--- src/rtl/cordic_seq_if.sv ---
// Handshake and control bundle between the host, the CORDIC sequencer and the rotation/scale datapath.
interface cordic_seq_if #(
    parameter int IDX_W = 5
);
    logic             start;
    logic             mode;
    logic             z_sign;
    logic             y_sign;
    logic             busy;
    logic             done;
    logic             dp_load;
    logic             dp_en;
    logic             dp_dir;
    logic [IDX_W-1:0] iter_idx;
    logic             mul_sel;
    logic             cap_x;
    logic             cap_y;

    modport master (
        output start, mode, z_sign, y_sign,
        input  busy, done, dp_load, dp_en, dp_dir, iter_idx, mul_sel, cap_x, cap_y
    );

    modport slave (
        input  start, mode, z_sign, y_sign,
        output busy, done, dp_load, dp_en, dp_dir, iter_idx, mul_sel, cap_x, cap_y
    );
endinterface

--- src/rtl/cordic_seq_ctrl.sv ---
// Sequencer for the iterative CORDIC core: load, N_ITER micro-rotations, then x and y
// gain compensation through one shared multiplier, then a done pulse.
module cordic_seq_ctrl #(
    parameter int N_ITER  = 16,
    parameter int IDX_W   = 5,
    parameter int MUL_LAT = 2
) (
    input  logic         clk,
    input  logic         rst,
    cordic_seq_if.slave  bus
);
    localparam int               WAIT_W    = (MUL_LAT > 0) ? $clog2(MUL_LAT + 1) : 1;
    localparam logic [IDX_W-1:0]  LAST_IDX  = IDX_W'(N_ITER - 1);
    localparam logic [WAIT_W-1:0] LAST_WAIT = WAIT_W'(MUL_LAT);

    typedef enum logic [2:0] {IDLE, LOAD, ROT, SCL_X, SCL_Y, DONE} state_t;

    state_t            state, state_nx;
    logic [IDX_W-1:0]  iter, iter_nx;
    logic [WAIT_W-1:0] wait_cnt, wait_nx;
    logic              mode_lat, mode_nx;

    always_comb begin
        state_nx = state;
        iter_nx  = iter;
        wait_nx  = wait_cnt;
        mode_nx  = mode_lat;
        case (state)
            IDLE: begin
                if (bus.start) begin
                    state_nx = LOAD;
                    mode_nx  = bus.mode;
                end
            end
            LOAD: begin
                state_nx = ROT;
                iter_nx  = '0;
            end
            ROT: begin
                if (iter == LAST_IDX) begin
                    state_nx = SCL_X;
                    iter_nx  = '0;
                    wait_nx  = '0;
                end else begin
                    iter_nx = iter + IDX_W'(1);
                end
            end
            SCL_X: begin
                if (wait_cnt == LAST_WAIT) begin
                    state_nx = SCL_Y;
                    wait_nx  = '0;
                end else begin
                    wait_nx = wait_cnt + WAIT_W'(1);
                end
            end
            SCL_Y: begin
                if (wait_cnt == LAST_WAIT) begin
                    state_nx = DONE;
                    wait_nx  = '0;
                end else begin
                    wait_nx = wait_cnt + WAIT_W'(1);
                end
            end
            DONE: begin
                if (bus.start) begin
                    state_nx = LOAD;
                    mode_nx  = bus.mode;
                end else begin
                    state_nx = IDLE;
                end
            end
            default: state_nx = IDLE;
        endcase
    end

    // Outputs are decoded from the next state so they line up with the state they describe.
    always_ff @(posedge clk) begin
        if (rst) begin
            state       <= IDLE;
            iter        <= '0;
            wait_cnt    <= '0;
            mode_lat    <= 1'b0;
            bus.busy    <= 1'b0;
            bus.done    <= 1'b0;
            bus.dp_load <= 1'b0;
            bus.dp_en   <= 1'b0;
            bus.mul_sel <= 1'b0;
            bus.cap_x   <= 1'b0;
            bus.cap_y   <= 1'b0;
        end else begin
            state       <= state_nx;
            iter        <= iter_nx;
            wait_cnt    <= wait_nx;
            mode_lat    <= mode_nx;
            bus.busy    <= (state_nx != IDLE);
            bus.done    <= (state_nx == DONE);
            bus.dp_load <= (state_nx == LOAD);
            bus.dp_en   <= (state_nx == ROT);
            bus.mul_sel <= (state_nx == SCL_Y);
            bus.cap_x   <= (state_nx == SCL_X) && (wait_nx == LAST_WAIT);
            bus.cap_y   <= (state_nx == SCL_Y) && (wait_nx == LAST_WAIT);
        end
    end

    assign bus.iter_idx = iter;

    // Direction follows the live sign bit so the datapath sees it in the same ROT cycle.
    assign bus.dp_dir = (state == ROT) && (mode_lat ? bus.y_sign : ~bus.z_sign);
endmodule

--- src/flat_wrapper.sv ---
// flat-port wrapper written by rule: the top's interface ports become plain ports
module cordic_seq_ctrl_flat 
#(
    parameter int N_ITER  = 16,
    parameter int IDX_W   = 5,
    parameter int MUL_LAT = 2
)
  (clk, rst, bus_start, bus_mode, bus_z_sign, bus_y_sign, bus_busy, bus_done, bus_dp_load, bus_dp_en, bus_dp_dir, bus_iter_idx, bus_mul_sel, bus_cap_x, bus_cap_y);
  cordic_seq_if #(.IDX_W(IDX_W)) bus_i ();
  input  logic clk;
  input  logic rst;
  input wire logic [$bits(bus_i.start)-1:0] bus_start;
  input wire logic [$bits(bus_i.mode)-1:0] bus_mode;
  input wire logic [$bits(bus_i.z_sign)-1:0] bus_z_sign;
  input wire logic [$bits(bus_i.y_sign)-1:0] bus_y_sign;
  output wire logic [$bits(bus_i.busy)-1:0] bus_busy;
  output wire logic [$bits(bus_i.done)-1:0] bus_done;
  output wire logic [$bits(bus_i.dp_load)-1:0] bus_dp_load;
  output wire logic [$bits(bus_i.dp_en)-1:0] bus_dp_en;
  output wire logic [$bits(bus_i.dp_dir)-1:0] bus_dp_dir;
  output wire logic [$bits(bus_i.iter_idx)-1:0] bus_iter_idx;
  output wire logic [$bits(bus_i.mul_sel)-1:0] bus_mul_sel;
  output wire logic [$bits(bus_i.cap_x)-1:0] bus_cap_x;
  output wire logic [$bits(bus_i.cap_y)-1:0] bus_cap_y;
  assign bus_i.start = bus_start;
  assign bus_i.mode = bus_mode;
  assign bus_i.z_sign = bus_z_sign;
  assign bus_i.y_sign = bus_y_sign;
  assign bus_busy = bus_i.busy;
  assign bus_done = bus_i.done;
  assign bus_dp_load = bus_i.dp_load;
  assign bus_dp_en = bus_i.dp_en;
  assign bus_dp_dir = bus_i.dp_dir;
  assign bus_iter_idx = bus_i.iter_idx;
  assign bus_mul_sel = bus_i.mul_sel;
  assign bus_cap_x = bus_i.cap_x;
  assign bus_cap_y = bus_i.cap_y;
  cordic_seq_ctrl #(.N_ITER(N_ITER), .IDX_W(IDX_W), .MUL_LAT(MUL_LAT)) u_core (.clk(clk), .rst(rst), .bus(bus_i));
endmodule
--- config.mk ---
export PLATFORM = sky130hd
export DESIGN_NAME = cordic_seq_ctrl_flat
export DESIGN_NICKNAME = d
export VERILOG_FILES = /design/src/rtl/cordic_seq_if.sv /design/src/rtl/cordic_seq_ctrl.sv /design/src/flat_wrapper.sv
export SDC_FILE = /design/constraint.sdc
export NUM_CORES = 1
export LEC_CHECK = 0
export BUFFER_PORTS_ARGS = -buffer_cell sky130_fd_sc_hd__buf_2
export CORE_MARGIN = 4
export CORE_UTILIZATION = 51
export DETAILED_ROUTE_END_ITERATION = 10
export PLACE_DENSITY = 0.75
export SLEW_MARGIN = 20
export SYNTH_ARGS = -nofsm -noshare
export SYNTH_HDL_FRONTEND = slang
export SYNTH_SLANG_ARGS = --single-unit
--- constraint.sdc ---
create_clock -name clk -period 1.7 [get_ports clk]
set_input_delay 0.255 -clock clk [delete_from_list [all_inputs] [get_ports clk]]
set_output_delay 0.255 -clock clk [all_outputs]
set_load 0.1 [all_outputs]
==> metrics.cfg, run 1 <==
[outcome]
status = complete, no violations

[route]
wire_per_inst_um = 14.7
drc = 0
final_antenna_net_count = 0
top_layer_used = met4
met3_length_um = 77
wl_met2_um = 897
wl_met1_um = 923
drt_iter0_markers = 22
dr.pass1.iters = 4
routed_wl_um = 1930
vias_per_cell = 5.81
vias = 767

[synth]
async_flop_share = 0
yosys_warnings = 0
synth_cell_types = 38
synthMuxAreaShare = 0.0354
syn_inst = 95
synth_top_family_by_area = simple AND/OR/NAND/NOR gates
synth_fa_ha_area_frac = 0.0141
syn_avg_cell_area_um2 = 9.31
synthTopCellsByArea = dfxtp_1, nor2_1, nand2b_1, o21ai_0, nor3_2
synth_xor_area_frac = 0.00990
seq_area_frac_synth = 0.407
yosysTopAreaCell = dfxtp_1
synth_top_area_share = 0.407
synth_seq_cells = 18
synth_simple_gate_area_frac = 0.290
synth_nets = 102
synth_compound_area_frac = 0.212
synth_flop_cell = dfxtp_1
synth-edff-count = 0
syn-cell-area_um2 = 885

[critical_path]
crit_start = u_core.bus.iter_idx[0]
endpoint = u_core.bus.cap_x
crit_arrival_ns = 1.81
setup.worst_path.class = flop to flop
crit_path_start_kind = flop
reg2regPathDepth = 5
cp_data_required_time_ns = 1.93
crit_fanout = 6
r2r-end = u_core.bus.cap_x
worstReg2RegStart = u_core.bus.iter_idx[0]
end_kind = flop
reg2reg_slack_ns = 0.12

[grt]
grt_max_degree = 14
antenna_found_initial = 0
grt_pass1_vias = 697
grt_pass1_wl_um = 3170
grt_overflow = 0
grt_usage = 0.166

[floorplan]
io_pins = 19
fp.dieH_um = 49.6
core_area_um2 = 1580
num_rows = 14
die_area_um2 = 2460
start_util = 0.561
die_w_um = 49.6

[timing]
rsz0062_at_grt = false
post-route-period-util = 0.929
hold_viol = 0
tightest_slew_ns = 0.488
maxSlewViolCount = 0
fin_setup_tns_ns = 0
fin_worst_skew_ns = 0.0144
fmax_ghz = 0.633
period_needed_ns = 1.58
setup_violations = 0
slew_headroom = 0.677

[power]
irDropWorstVdd_v = 0.000605
power_switching_w = 0.000298
swShare = 0.323
leakage_nw = 0.444
powerDensity_nw_per_um2 = 846
internal_power_w = 0.000624
p_comb_frac = 0.212
pwr-share-clk = 0.299
seqPwrFrac = 0.490

[cts]
numCtsBuffers = 3
cts-root-buf = clkbuf_4
cts_max_level = 1
cts.reportedPaths.clkPinSlew_ns = 0.12
hold_buffers = 0
cts_tree = built
clk-insertion-delay-late_ns = 0.31
clock_path_buffers = 2
cts_sinks = 18
cts_setup_buffers = 0

[layout]
nets = 124
fin_cells = 132
synthToLayoutAreaGrowth_pct = 23.2
drive_gt1_frac = 0.362
diodes = 0
register_area_um2 = 372
mostFrequentLayoutCells = buf_2, dfxtp_1, nor2_1
multiInputGateArea_um2 = 523
n_fill_cell = 124
final_common_cell = buf_2

[worst_hold_path]
hold_depth = 3
min_path_type = input pin to flop

[placement]
post-dp-hpwl_um = 1330
portBuffers = 18
dp.cells = 128
routabilityCongestion = 0.806

[flow_run]
drv_cap = 0

-- how the worst min path moves through the flow --
stage	startpoint	end	slack, ns
final	bus_mode	u_core.mode_lat	0.17
after global routing	bus_mode	u_core.mode_lat	0.22
after CTS	bus_mode	u_core.mode_lat	0.17
after detailed placement	u_core.bus.iter_idx[4]	u_core.bus.iter_idx[4]	0.49
after global placement	u_core.bus.iter_idx[4]	u_core.bus.iter_idx[4]	0.48
after floorplan	rst	u_core.bus.busy	0.38
-- through the flow --
step / instance area (um2) / hold WS [ns] / utilization / total power (W) / setup WS, ns
finish: 1090 / 0.169 / 0.691 / 0.000922 / 0.120
global route: 1090 / 0.220 / 0.691 / 0.000957 / 0.0773
CTS: 1080 / 0.175 / 0.687 / 0.000922 / 0.0205
floorplan: 915 / 0.376 / - / 0.000613 / 0.0106
detailed placement: 1050 / 0.487 / 0.663 / 0.000653 / 0.188
global placement: 1050 / 0.483 / 0.663 / 0.000649 / 0.229
-- routing by layer --
layer | vias to the layer above | track usage
met5 | - | 0
met4 | 0 | 0.0829
met3 | 5 | 0.0301
met2 | 15 | 0.258
met1 | 361 | 0.219
li1 | 386 | -
-- cell usage after synthesis, types with 2 or more instances --
master     n
dfxtp_1   18
nor2_1    11
o21ai_0    7
nand2b_1   6
a21oi_1    5
and2_1     3
clkbuf_1   3
inv_1      3
nor3_1     3
nor3_2     3
a31oi_1    2
mux2i_1    2
nand3b_1   2
nand4b_1   2
nor2b_1    2
-- what timing repair did --
action                                 CTS  global route
endpoints found under the hold margin    0             0
resized for setup                        0             2
setup endpoints to repair                0             1
-- state kept, by name (all words and copies together) (netlist names) --
name	count
u_core.bus.busy	1
u_core.bus.cap_x	1
u_core.bus.done	1
u_core.bus.dp_en	1
u_core.bus.cap_y	1
u_core.state	3
u_core.wait_cnt	2
u_core.bus.iter_idx	5
u_core.mode_lat	1
u_core.bus.dp_load	1
u_core.bus.mul_sel	1
-- layout make-up --
class	instances	share of cell area
multi-input cells	70	0.480
well taps	16	0.0184
repair buffers	21	0.117
flip-flops and latches	18	0.341
inverters	3	0.0103
clock buffers	4	0.0333
-- logic make-up after synthesis --
family	count (synthesis)
AO/OA/AOI/OAI	24
XOR/XNOR	1
adder cells (fa/ha/maj)	1
buffers and inverters	7
flip-flops	18
multiplexers	3
AND/OR/NAND/NOR	41
-- power groups by stage --
stage	sequential [W]	clock (W)	combinational, W
floorplan	0.000524	0	0.0000890
global placement	0.000458	0	0.000191
detailed placement	0.000460	0	0.000193
CTS	0.000450	0.000276	0.000195
global route	0.000454	0.000295	0.000208
finish	0.000452	0.000275	0.000195
-- critical path, cell delays in order (launching register included) --
cell,delay [ns]
dfxtp_4,0.39
ha_1,0.24
and4b_1,0.26
nor2_1,0.09
o32a_4,0.39
nor3_2,0.14
No activity file was read; power rests on OpenSTA's default activity.
==> run 2: changes to the inputs <==
--- a/config.mk
+++ b/config.mk
@@ -5,10 +5,12 @@
 export SDC_FILE = /design/constraint.sdc
 export NUM_CORES = 1
 export LEC_CHECK = 0
+export ABC_AREA = 1
 export BUFFER_PORTS_ARGS = -buffer_cell sky130_fd_sc_hd__buf_2
 export CORE_MARGIN = 4
-export CORE_UTILIZATION = 51
+export CORE_UTILIZATION = 50
 export DETAILED_ROUTE_END_ITERATION = 10
+export MAX_ROUTING_LAYER = met4
 export PLACE_DENSITY = 0.75
 export SLEW_MARGIN = 20
 export SYNTH_ARGS = -nofsm -noshare
==> metrics.cfg, run 2 <==
[synth]
synth_flop_cell = dfxtp_1
synth_nets = 115
yosysTopAreaCell = dfxtp_1
syn_avg_cell_area_um2 = 7.35
async_flop_share = 0
synth_seq_cells = 18
synthTopCellsByCount = nand2_1, dfxtp_1, inv_1
synth_cell_types = 22
synth_top_area_share = 0.454
synthTopCellsByArea = dfxtp_1, nand2_1, inv_1, nand3_1, nor2_1
yosys_warnings = 0
yosysMostFrequentCell = nand2_1
syn-cell-area_um2 = 793
synth-edff-count = 0
syn_inst = 108
seq_area_frac_synth = 0.454

[layout]
diodes = 0
fin_cells = 144
largest_register_ffs = 5
final_common_cell = nand2_1
nets = 136
drive_gt1_frac = 0.305
synthToLayoutAreaGrowth_pct = 22.4
mostFrequentLayoutCells = nand2_1, buf_2, inv_1

[grt]
grt_usage = 0.161
grt_pass1_vias = 572
grt_pass1_wl_um = 2420
use_met2 = 0.243
use_met1 = 0.196
antenna_found_initial = 0
busiest_layer = met2
grt_max_degree = 11
grt_overflow = 0
gr-usage-met3 = 0.0451

[floorplan]
die_area_um2 = 2290
num_rows = 14
die_w_um = 47.8
fp.dieH_um = 47.8
core_area_um2 = 1510
start_util = 0.527
io_pins = 19

[timing]
rsz0062_at_grt = false
fin_worst_skew_ns = 0.00768
setup_violations = 0
maxSlewViolCount = 0
post-route-period-util = 0.953
fmax_ghz = 0.617
hold_viol = 0
tightest_slew_ns = 0.488
period_needed_ns = 1.62
slew_headroom = 0.677
whs_ns = 0.254

[cts]
cts_sinks = 18
cts.reportedPaths.clkPinSlew_ns = 0.10
cts_setup_buffers = 0
cts_tree = built
clock_path_buffers = 2
cts_max_level = 1
cts-root-buf = clkbuf_4
numCtsBuffers = 3
clk-insertion-delay-late_ns = 0.29

[route]
vias_per_cell = 5.02
drc = 0
final_antenna_net_count = 0
dr.pass1.iters = 4
wire_per_inst_um = 11.2
routed_wl_um = 1620
drt_iter0_markers = 10
vias = 723

[critical_path]
end_kind = output port
crit_fanout = 3
cp_slowest_stage_delay_ns = 0.38
crit_arrival_ns = 1.37
cp_data_required_time_ns = 1.44
crit_path_start_kind = flop
cp_cell_sequence = inv_2, nor2_1, a2111oi_4, buf_12
critPathSlowestCell = a2111oi_4
setup.worst_path.class = flop to output port

[outcome]
status = complete, no violations

[power]
powerDensity_nw_per_um2 = 925
seqPwrFrac = 0.508
internal_power_w = 0.000611
leakage_nw = 0.464
p_comb_frac = 0.206
power_switching_w = 0.000287
pwr-share-clk = 0.286
irDropWorstVdd_v = 0.000769
swShare = 0.320

[flow_run]
drv_cap = 0

[placement]
routabilityCongestion = 0.823
dp.cells = 140
post-dp-hpwl_um = 1270
portBuffers = 18

[worst_hold_path]
min_path_type = input pin to flop

-- run 2: changes by cell type after synthesis, sizes merged, moves of 3 or more --
cell / before / now
nand2: 1 / 28
inv: 3 / 16
nand3: 1 / 10
nand2b: 6 / 0
nor3: 6 / 1
nor2: 11 / 15
and2: 3 / 0
clkbuf: 3 / 0
-- run 2: worst paths after layout --
check	startpoint	to	slack, ns	cells past startpoint
setup / recovery	u_core.mode_lat	bus_dp_dir	0.08	4
hold / removal	bus_start	u_core.bus.dp_load	0.25	3
setup reg to reg	u_core.state[0]	u_core.bus.cap_y	0.37	7
hold reg to reg	u_core.bus.iter_idx[4]	u_core.bus.iter_idx[4]	0.49	2
-- run 2: layout make-up --
cell class,count,area [um2]
Fill cell,140,536
Timing Repair Buffer,18,105
Tap cell,16,20.0
Inverter,16,60.1
Multi-Input combinational cell,72,382
Sequential cell,18,368
Clock buffer,4,36.3
-- run 2: repair_timing --
item	4_1_cts	5_1_grt
hold buffers	0	0
gates resized for setup	0	1
setup endpoints to repair	0	1
-- run 2: through the flow --
stage / cell area [um2] / setup WS (ns) / utilization / total power (W) / TNS (ns)
floorplan: 825 / -0.203 / - / 0.000617 / -0.203
global placement: 935 / 0.396 / 0.620 / 0.000647 / 0
detailed placement: 935 / 0.354 / 0.620 / 0.000652 / 0
CTS: 971 / 0.0228 / 0.645 / 0.000907 / 0
global route: 971 / 0.00178 / 0.645 / 0.000940 / 0
finish: 971 / 0.0792 / 0.645 / 0.000899 / 0
-- run 2: critical path: cells and delay by family (launching register included) --
kind / cells / cell delay (ns)
flip-flops: 1 / 0.33
AO/OA/AOI/OAI: 1 / 0.38
buffers and inverters: 2 / 0.30
AND/OR/NAND/NOR: 1 / 0.07
-- run 2: cells by family (layout without fill, tap and decap cells) --
family / Yosys count / count (layout) / share of synthesized area
and+or+nand+nor: 56 / 56 / 0.323
DFF: 18 / 18 / 0.454
buffers and inverters: 18 / 38 / 0.0946
AOI/OAI and AO/OA: 14 / 14 / 0.101
adders and majority gates: 1 / 1 / 0.0158
xor gates and xnor gates: 1 / 1 / 0.0110
-- run 2: metal layers --
metal / part of all wire / wire length, um
met1: 0.43 / 693
met2: 0.48 / 776
met3: 0.067 / 109
met4: 0.024 / 38
met5: 0 / 0
-- run 2: power groups by stage --
stage / combinational, W / clock (W) / sequential, W
final: 0.000185 / 0.000257 / 0.000457
after global routing: 0.000197 / 0.000284 / 0.000459
after CTS: 0.000186 / 0.000264 / 0.000456
after detailed placement: 0.000186 / 0 / 0.000466
after global placement: 0.000183 / 0 / 0.000465
after floorplan: 0.0000853 / 0 / 0.000531
==> run 3: changes to the inputs <==
--- a/config.mk
+++ b/config.mk
@@ -8,10 +8,9 @@
 export ABC_AREA = 1
 export BUFFER_PORTS_ARGS = -buffer_cell sky130_fd_sc_hd__buf_2
 export CORE_MARGIN = 4
-export CORE_UTILIZATION = 50
+export CORE_UTILIZATION = 35
 export DETAILED_ROUTE_END_ITERATION = 10
 export MAX_ROUTING_LAYER = met4
-export PLACE_DENSITY = 0.75
 export SLEW_MARGIN = 20
 export SYNTH_ARGS = -nofsm -noshare
 export SYNTH_HDL_FRONTEND = slang
==> metrics.cfg, run 3 (synthesis gave the netlist of run 2 again) <==
[layout]
final_area_um2 = 971
diodes = 0
mostFrequentLayoutCells = nand2_1, buf_2, inv_1
nets = 136
final_util = 0.471
drive_gt1_frac = 0.299
fin_cells = 154
synthToLayoutAreaGrowth_pct = 22.4
largest_register_ffs = 5
n_fill_cell = 214
final_common_cell = nand2_1

[critical_path]
cp_cell_sequence = inv_2, nor2_1, a2111oi_4, buf_12
reg2regPathDepth = 6
end_kind = output port
worstReg2RegStart = u_core.state[0]
critPathSlowestCell = a2111oi_4
reg2reg_slack_ns = 0.36
critPathBufInv = 2
setup.worst_path.class = flop to output port
crit_arrival_ns = 1.35
crit_fanout = 3
r2r-end = u_core.bus.cap_x
cp_slowest_stage_delay_ns = 0.37
cp_data_required_time_ns = 1.44
crit_family = compound AO/OA/AOI/OAI gates
crit_path_start_kind = flop

[timing]
tightest_slew_ns = 0.488
hold_viol = 0
setup_violations = 0
whs_ns = 0.254
rsz0062_at_grt = false
period_needed_ns = 1.60
fin_worst_skew_ns = 0.00154
post-route-period-util = 0.942
fin_setup_tns_ns = 0
slew_headroom = 0.677
fmax_ghz = 0.624
maxSlewViolCount = 0

[floorplan]
die_w_um = 55.6
start_util = 0.385
num_rows = 16
core_area_um2 = 2060
die_area_um2 = 3090
io_pins = 19
fp.dieH_um = 55.6

[cts]
cts.reportedPaths.clkPinSlew_ns = 0.09
numCtsBuffers = 3
cts_sinks = 18
cts_max_level = 1
clock_path_buffers = 2
clk-insertion-delay-late_ns = 0.28
cts_tree = built
cts-root-buf = clkbuf_4

[route]
vias_per_cell = 4.55
dr.pass1.iters = 4
final_antenna_net_count = 0
wire_per_inst_um = 10.4
drt_iter0_markers = 25
routed_wl_um = 1610
drc = 0
vias = 701

[power]
leakage_nw = 0.457
power_switching_w = 0.000279
p_comb_frac = 0.220
seqPwrFrac = 0.541
powerDensity_nw_per_um2 = 868
internal_power_w = 0.000563
swShare = 0.332
pwr-share-clk = 0.239
irDropWorstVdd_v = 0.000400

[placement]
post-dp-hpwl_um = 1290
portBuffers = 18
routabilityCongestion = 0.810
dpl_cell_area_um2 = 948
dp.cells = 151

[worst_hold_path]
hold_depth = 3
worstHoldStart = bus_mode
min_path_type = input pin to flop
worstHoldEndpoint = u_core.mode_lat

[grt]
grt_overflow = 0
grt_max_degree = 11
grt_pass1_vias = 614
grt_usage = 0.110
grt_pass1_wl_um = 2660
antenna_found_initial = 0

[flow_run]
drv_cap = 0

[outcome]
status = complete, no violations

-- run 3: cell types whose count changed in the layout (fill, tap and decap cells not counted) --
| cell | previous run | this run |
|---|---|---|
| clkbuf_8 | 1 | 0 |
-- run 3: layer usage --
layer | up-vias | global-route usage | wire, um
met4 | 0 | 0.0521 | 17
met5 | - | - | 0
met1 | 310 | 0.129 | 771
met2 | 12 | 0.176 | 738
met3 | 2 | 0.0278 | 80
li1 | 377 | - | -
-- run 3: worst max path at each step --
stage	slack [ns]	cells after the start	to	from
after floorplan	-0.20	3	bus_dp_dir	u_core.state[2]
after global placement	0.39	4	bus_dp_dir	u_core.state[2]
after detailed placement	0.36	4	bus_dp_dir	u_core.state[2]
after CTS	0.04	4	bus_dp_dir	u_core.state[2]
after global routing	0.04	4	bus_dp_dir	u_core.mode_lat
final	0.1	4	bus_dp_dir	u_core.mode_lat
-- run 3: final cells by class --
class / instances / area, um2 / area share
multi-input cells: 72 / 382 / 0.393
flip-flops and latches: 18 / 368 / 0.379
repair buffers: 18 / 105 / 0.108
inverters: 16 / 60.1 / 0.0619
well taps: 27 / 33.8 / 0.0348
clock buffers: 3 / 22.5 / 0.0232
-- run 3: power by group through the flow --
| stage | Clock [W] | Sequential, W | Combinational (W) |
|---|---|---|---|
| after floorplan | 0 | 0.000531 | 0.0000853 |
| after global placement | 0 | 0.000464 | 0.000185 |
| after detailed placement | 0 | 0.000465 | 0.000187 |
| after CTS | 0.000209 | 0.000455 | 0.000187 |
| after global routing | 0.000228 | 0.000458 | 0.000199 |
| final | 0.000202 | 0.000456 | 0.000185 |
-- run 3: per-stage QoR --
stage / power, W / setup slack, ns
3_3_place_gp: 0.000649 / 0.394
4_1_cts: 0.000852 / 0.0414
3_5_place_dp: 0.000652 / 0.363
6_report: 0.000842 / 0.0984
5_1_grt: 0.000885 / 0.0419
2_1_floorplan: 0.000617 / -0.203
-- run 3: tightest hold or removal path, stage by stage --
cell     delay [ns]
buf_2          0.07
o21ai_0        0.07
a21oi_1        0.10
-- run 3: what timing repair did --
item,4_1_cts,5_1_grt
buffers inserted,0,0
gates resized for setup,0,1
endpoints found under the setup margin,0,1
hold buffers,0,0
